`src/rtl/sram_arb_pkg.sv`:
```
// sram_arb_pkg: shared types and widths for the two-port SRAM arbiter
package sram_arb_pkg;
  localparam int SRAM_DW = 32;
  localparam int SRAM_AW = 8;
  localparam int BE_W = 4;
  typedef enum logic {PORT_IFU = 1'b0, PORT_LSU = 1'b1} port_id_e;
  typedef struct packed {
    logic               csb;
    logic               wenb;
    logic [BE_W-1:0]    wmask;
    logic [SRAM_AW-1:0] addr;
    logic [SRAM_DW-1:0] wdata;
  } sram_cmd_t;
  localparam sram_cmd_t CMD_IDLE = '{csb: 1'b1, wenb: 1'b1, default: '0};
endpackage

```
`src/rtl/sram_arbiter_rr_arb2.sv`:
```
// rr_arb2: two-way round-robin arbiter; prio names the favoured port
module rr_arb2 (
  input  logic       clk,
  input  logic       rst,
  input  logic [1:0] req,
  output logic [1:0] gnt
);
  logic prio;
  always_comb begin
    gnt[0] = req[0] && (!req[1] || !prio);
    gnt[1] = req[1] && (!req[0] || prio);
  end
  always_ff @(posedge clk or posedge rst)
    if (rst) prio <= 1'b0;
    else if (|gnt) prio <= gnt[0];
endmodule

```
`src/rtl/sram_arbiter.sv`:
```
// sram_arbiter: round-robin share of one SRAM between fetch (port 0) and data (port 1)
// Optional SRAM_ARB_PERF_CNT_EN adds grant and conflict counters.
module sram_arbiter
  import sram_arb_pkg::*;
#(
  parameter int DW = SRAM_DW,
  parameter int AW = SRAM_AW
) (
  input  logic          clk,
  input  logic          rst,
  input  logic          p0_req,
  input  logic [AW-1:0] p0_addr,
  output logic          p0_gnt,
  output logic          p0_rvalid,
  output logic [DW-1:0] p0_rdata,
  input  logic          p1_req,
  input  logic          p1_we,
  input  logic [3:0]    p1_be,
  input  logic [AW-1:0] p1_addr,
  input  logic [DW-1:0] p1_wdata,
  output logic          p1_gnt,
  output logic          p1_rvalid,
  output logic [DW-1:0] p1_rdata,
  output logic          sram_csb,
  output logic          sram_wenb,
  output logic [3:0]    sram_wmask,
  output logic [AW-1:0] sram_addr,
  output logic [DW-1:0] sram_wdata,
`ifdef SRAM_ARB_PERF_CNT_EN
  output logic [31:0]   p0_gnt_cnt,
  output logic [31:0]   p1_gnt_cnt,
  output logic [31:0]   conflict_cnt,
`endif
  input  logic [DW-1:0] sram_rdata
);
  logic [1:0] gnt;
  sram_cmd_t cmd;
  logic rsp_vld, rsp_wr;
  port_id_e rsp_port;
  rr_arb2 u_arb (.clk(clk), .rst(rst), .req({p1_req, p0_req}), .gnt(gnt));
  assign p0_gnt = gnt[PORT_IFU];
  assign p1_gnt = gnt[PORT_LSU];
  always_comb begin
    cmd = CMD_IDLE;
    if (gnt[PORT_IFU]) begin
      cmd.csb = 1'b0;
      cmd.addr = p0_addr;
    end else if (gnt[PORT_LSU]) begin
      cmd.csb = 1'b0;
      cmd.wenb = !p1_we;
      cmd.wmask = p1_we ? p1_be : '0;
      cmd.addr = p1_addr;
      cmd.wdata = p1_wdata;
    end
  end
  assign sram_csb = cmd.csb;
  assign sram_wenb = cmd.wenb;
  assign sram_wmask = cmd.wmask;
  assign sram_addr = cmd.addr;
  assign sram_wdata = cmd.wdata;
  // One transaction in flight: the response belongs to last cycle's grant
  always_ff @(posedge clk or posedge rst)
    if (rst) begin
      rsp_vld <= 1'b0;
      rsp_port <= PORT_IFU;
      rsp_wr <= 1'b0;
    end else begin
      rsp_vld <= |gnt;
      rsp_port <= gnt[PORT_LSU] ? PORT_LSU : PORT_IFU;
      rsp_wr <= gnt[PORT_LSU] && p1_we;
    end
  assign p0_rvalid = rsp_vld && rsp_port == PORT_IFU;
  assign p1_rvalid = rsp_vld && rsp_port == PORT_LSU;
  assign p0_rdata = p0_rvalid ? sram_rdata : '0;
  assign p1_rdata = (p1_rvalid && !rsp_wr) ? sram_rdata : '0;
`ifdef SRAM_ARB_PERF_CNT_EN
  always_ff @(posedge clk or posedge rst)
    if (rst) begin
      p0_gnt_cnt <= '0;
      p1_gnt_cnt <= '0;
      conflict_cnt <= '0;
    end else begin
      p0_gnt_cnt <= p0_gnt_cnt + 32'(gnt[PORT_IFU]);
      p1_gnt_cnt <= p1_gnt_cnt + 32'(gnt[PORT_LSU]);
      conflict_cnt <= conflict_cnt + 32'(p0_req && p1_req);
    end
`endif
endmodule

```
`config.mk`:
```
export PLATFORM = sky130hd
export DESIGN_NAME = sram_arbiter
export DESIGN_NICKNAME = d
export VERILOG_FILES = /design/src/rtl/sram_arb_pkg.sv /design/src/rtl/sram_arbiter_rr_arb2.sv /design/src/rtl/sram_arbiter.sv
export SDC_FILE = /design/constraint.sdc
export NUM_CORES = 1
export LEC_CHECK = 0
export ABC_CLOCK_PERIOD_IN_PS = 1830
export CORE_AREA = 2 2 78 80
export DETAILED_ROUTE_END_ITERATION = 8
export DIE_AREA = 0 0 80 82
export PLACE_DENSITY_LB_ADDON = 0.1
export SYNTH_ARGS = -nofsm -noshare
export SYNTH_HDL_FRONTEND = slang
export SYNTH_HIERARCHICAL = 1
export SYNTH_SLANG_ARGS = --single-unit
```
`constraint.sdc`:
```
create_clock -name clk -period 1.83 [get_ports clk]
set_input_delay 0.366 -clock clk [delete_from_list [all_inputs] [get_ports clk]]
set_output_delay 0.366 -clock clk [all_outputs]
set_load 0.005 [all_outputs]
```
### Word-level counts from Yosys, hierarchy flattened

Cells that the tools add are included.

* muxes and demuxes: 9
* bitwise operators: 1
* reductions and logical operators: 14

Operators by type and width (number)
* 32-bit two-way mux: 3
* 46-bit two-way mux: 1
* 8-bit two-way mux: 1
* 1-bit logical AND: 6
* 1-bit zero test: 5
* 5-bit two-way mux: 1
* 4-bit two-way mux: 1
* 1-bit logical OR: 2
* 1-bit two-way mux: 2
* 2-bit OR reduction: 1
* 1-bit inverter: 1

* register bits after elaboration: 4
* bits of input ports: 89
* output and inout port bits: 114
* logic and storage cells: 28

### Logic depth before layout (Yosys ltp)

* word-level depth: 5
* depth in mapped cells: 5
* mapped depth without buffers: 4

### Modules after synthesis

The synthesis kept the hierarchy.

By module, submodules not included
* sram_arbiter: instances 1, cells each 135, area each 892.1 um^2, sequential area each 75.1 um^2
* rr_arb2: instances 1, cells each 7, area each 57.6 um^2, sequential area each 25.0 um^2

### Worst setup path before layout

OpenSTA, ideal clock, no wires.

* path kind: input port to output port
* start point: in p0_req
* end point: out sram_addr[0]
* arrival time: 1263 ps
* required time: 1464 ps
* setup slack: 201 ps
* cell stages on the path: 4
* buffers on the path: 1
* cells stage by stage: a21boi_0 > and2b_4 > buf_4 > a22o_1

* longest elaborated chain between the ends: 5
* elaborated cells on any way between the ends: 6
* those cells by class: mux: 2; reduce/logical: 4

Ends and longest elaborated chain
* start: declaration: RTL line sram_arbiter.sv:11 `input logic p0_req,`
* 1-bit zero test: RTL line sram_arbiter_rr_arb2.sv:11 `gnt[1] = req[1] && (!req[0] || prio);`
* 1-bit logical OR: RTL line sram_arbiter_rr_arb2.sv:11
* 1-bit logical AND: RTL line sram_arbiter_rr_arb2.sv:11
* 46-bit two-way mux: RTL line sram_arbiter.sv:48 `end else if (gnt[PORT_LSU]) begin`
* 8-bit two-way mux (*): RTL line sram_arbiter.sv:45 `if (gnt[PORT_IFU]) begin`
* end: declaration: RTL line sram_arbiter.sv:27 `output logic [AW-1:0] sram_addr,`

Mark *: on every way between the ends. The rest lies on a longest branch, timed or not.

### Final worst setup path

* start point: reg u_arb.prio
* end point: out sram_wmask[1]

* longest elaborated chain between the ends: 4
* elaborated cells on any way between the ends: 7
* those cells by class: mux: 2; reduce/logical: 5

Ends and longest elaborated chain
* start: declaration: RTL line sram_arbiter_rr_arb2.sv:8 `logic prio;`
* start signal: assignment: RTL line sram_arbiter_rr_arb2.sv:15 `else if (|gnt) prio <= gnt[0];`
* 1-bit logical OR or 1-bit zero test (tied branches): RTL line sram_arbiter_rr_arb2.sv:11, sram_arbiter_rr_arb2.sv:10
* 1-bit logical AND or 1-bit logical OR (tied branches): RTL line sram_arbiter_rr_arb2.sv:11, sram_arbiter_rr_arb2.sv:10
* 46-bit two-way mux or 1-bit logical AND (tied branches): RTL line sram_arbiter.sv:48, sram_arbiter_rr_arb2.sv:10
* 5-bit two-way mux (*): RTL line sram_arbiter.sv:45
* end: declaration: RTL line sram_arbiter.sv:26 `output logic [3:0] sram_wmask,`

Marks and branches as above.

==> metrics.txt <==
hold_buf cts 0; sequential share of the synthesized area 10.5%; vias per std cell 4.07; CTS root buf clkbuf_8; R2R setup slack 290 ps; worst path required time around 1500 ps; number of fill cells 531; Slew @ Worst Pin 191 ps; Tightest Hold Check Type input port to asynchronous set/reset pin; Clk pwr share 15.3%; CTS sink count 4; Layout Area Growth over Synthesis 253%; area of the multi-input gates between 800 and 900 µm²; Rows 28; Reg2Reg Depth 7; number of global-route vias before repair 1708; grt total ovfl 0; Starting DRT DRC Count 19; WL/cell 13.8 µm; Synth cell types 16; sequential share of power 8.6%; clk_skew 1.03 ps; register bit count reported by yosys 4; worst hold margin 315 ps; gr usage total 16.4%; mapped cell area 950 µm²; largest net degree at the start of global routing 33; Pwr Density 363 nW/µm²; Yosys warnings 6; Max Cap Violations 0; H-tree level count 1; reg2reg end rsp_vld$_DFF_PP0_; dpl hpwl 4540 µm; final worst slack -220 ps; DRC viols 0; sw frac between 20% and 30%; initial antenna violation count 0; setup TNS -5410 ps; status finished, violations left; power share of the combinational group 76.1%; Antenna Nets Post-Route 0; Horiz. Die Dim 80 µm; I/O Pins 203; Num CTS Buffers 3; final setup violation count 44; crit path DAT 1680 ps; Layout Cells excl Fill 441; Die Ht 82 µm; Pleak 1.67 nW; CTS tree yes; final cycle utilization of the critical path 112%; clock period minus worst slack between 2000 and 2500 ps; syn_nets 231; Final Util 58.3%; die area 6560 µm²; Routed Wire Length 6100 µm; initial core utilization between 10% and 20%; Cell Int Power slightly below 900 µW; Port Buffers 202; violated checks negative setup slack; Final #Nets 457; RePlAce Congestion 0.728; Max FO, Critical Path 7; Startpoint Class flip-flop; clk buf depth 2; share of layout cells above drive strength 1 47.8%; mean post-synth cell area 6.69 µm²; Max Freq just under 0.5 GHz; Clock Latency Late Sink 220 ps; Final Slew Violations 0; Clock Pin Slew Worst Setup and Hold Paths about 30 ps; Cells after DPL 415; Post-Syn Instances between 100 and 150; antenna cells 0; WS Path Type flip-flop to output pin; Setup crit end kind output pin; Critical Path Start u_arb/prio$_DFFE_PP0P_; Reg area 100 µm²; P_sw 346 µW; 1st-pass router iterations 4; relative slew slack 87.2%; Core ar. about 5700 µm²; reg2reg start u_arb/prio$_DFFE_PP0P_; RSZ-0062 raised after global routing true; via count between 1500 and 2000; Max IR drop VDD 0.184 mV; Hold Vio Cnt, Final 0; global-route wire length before repair 8490 µm
## cell families after synthesis
kind of cell	share of synthesized area, %
buffers and inverters	7.51
AOI/OAI and AO/OA	7.90
and+or+nand+nor	74.0
DFF	10.5
## sequential cells by signal, indices dropped and copies added (netlist names)
register / cells
u_arb/prio: 1
rsp_vld: 1
rsp_port: 1
rsp_wr: 1
## layer usage
metal / global-route usage, % / vias up / routed length, µm
met4: 2.54 / 0 / 0
li1: - / 889 / -
met1: 17.5 / 788 / 2160
met5: 0 / - / 0
met2: 32.1 / 118 / 3310
met3: 5.05 / 0 / 642
## critical path: stages, from the launching register on
cell      delay, ps
dfrtp_1         400
nand2b_4        150
and2_4          160
and2b_4         210
buf_12          150
buf_16          130
and3_4          160
buf_6           110
## synth_stat cells, drive strengths merged
library cell	number	area, µm²
nand2b	1	6.26
buf	10	52.6
and2b	1	10.0
inv	4	15.0
and3b	1	8.76
and3	4	25.0
nand2	5	18.8
a22o	6	52.6
and2	99	619
clkbuf	1	3.75
or2	1	6.26
nor2b	1	8.76
a21boi	1	7.51
o21ai	3	15.0
dfrtp	4	100
## placed cells by master (no fill, tap or decap), types with 2 or more instances in the layout
| cell | n |
|---|---|
| clkdlybuf4s50_1 | 87 |
| and2_1 | 69 |
| clkbuf_2 | 61 |
| buf_6 | 38 |
| and2_4 | 30 |
| buf_4 | 11 |
| clkdlybuf4s15_1 | 9 |
| buf_2 | 7 |
| buf_12 | 7 |
| a22o_1 | 6 |
| buf_16 | 6 |
| nand2_1 | 4 |
| and3_4 | 4 |
| inv_1 | 4 |
| dlygate4sd2_1 | 4 |
| dfrtp_1 | 4 |
| clkbuf_8 | 3 |
| o21ai_0 | 2 |
| clkbuf_16 | 2 |
## worst max-delay path by stage
stage               slack, ps        endpoint  cells past startpoint
floorplan                 200    sram_addr[0]                      4
global placement         -650   sram_wmask[1]                      6
detailed placement       -660   sram_wmask[1]                      6
CTS                      -250   sram_wmask[3]                      7
global route             -270  sram_wdata[16]                      7
finish                   -220   sram_wmask[1]                      7
## final cells by class
| class | count | share of cell area [%] |
|---|---|---|
| clock buffers | 3 | 1.23 |
| well taps | 75 | 2.80 |
| flip-flops and latches | 4 | 2.99 |
| repair buffers | 232 | 65.7 |
| inverters | 4 | 0.448 |
| multi-input cells | 123 | 26.8 |
## metrics by stage
stage / worst slack [ps] / power [mW] / area, µm²
after floorplan: 201 / 0.320 / 950
after global placement: -651 / 0.897 / 3110
after detailed placement: -657 / 0.900 / 3110
after CTS: -248 / 1.21 / 3440
after global routing: -267 / 1.31 / 3350
final: -220 / 1.22 / 3350
## power groups by stage
stage	clock network [mW]	logic (mW)	registers (mW)
final	0.186	0.926	0.105
after floorplan	0	0.217	0.103
after global placement	0	0.794	0.104
after global routing	0.200	1.00	0.106
after CTS	0.194	0.908	0.105
after detailed placement	0	0.795	0.104
## repair_timing
action,4_1_cts,5_1_grt
pin swaps,26,8
gates cloned,7,2
setup buffers,9,7
setup endpoints to repair,113,70
resized for setup,316,141
Note: power is estimated with default switching activity, not from simulation.
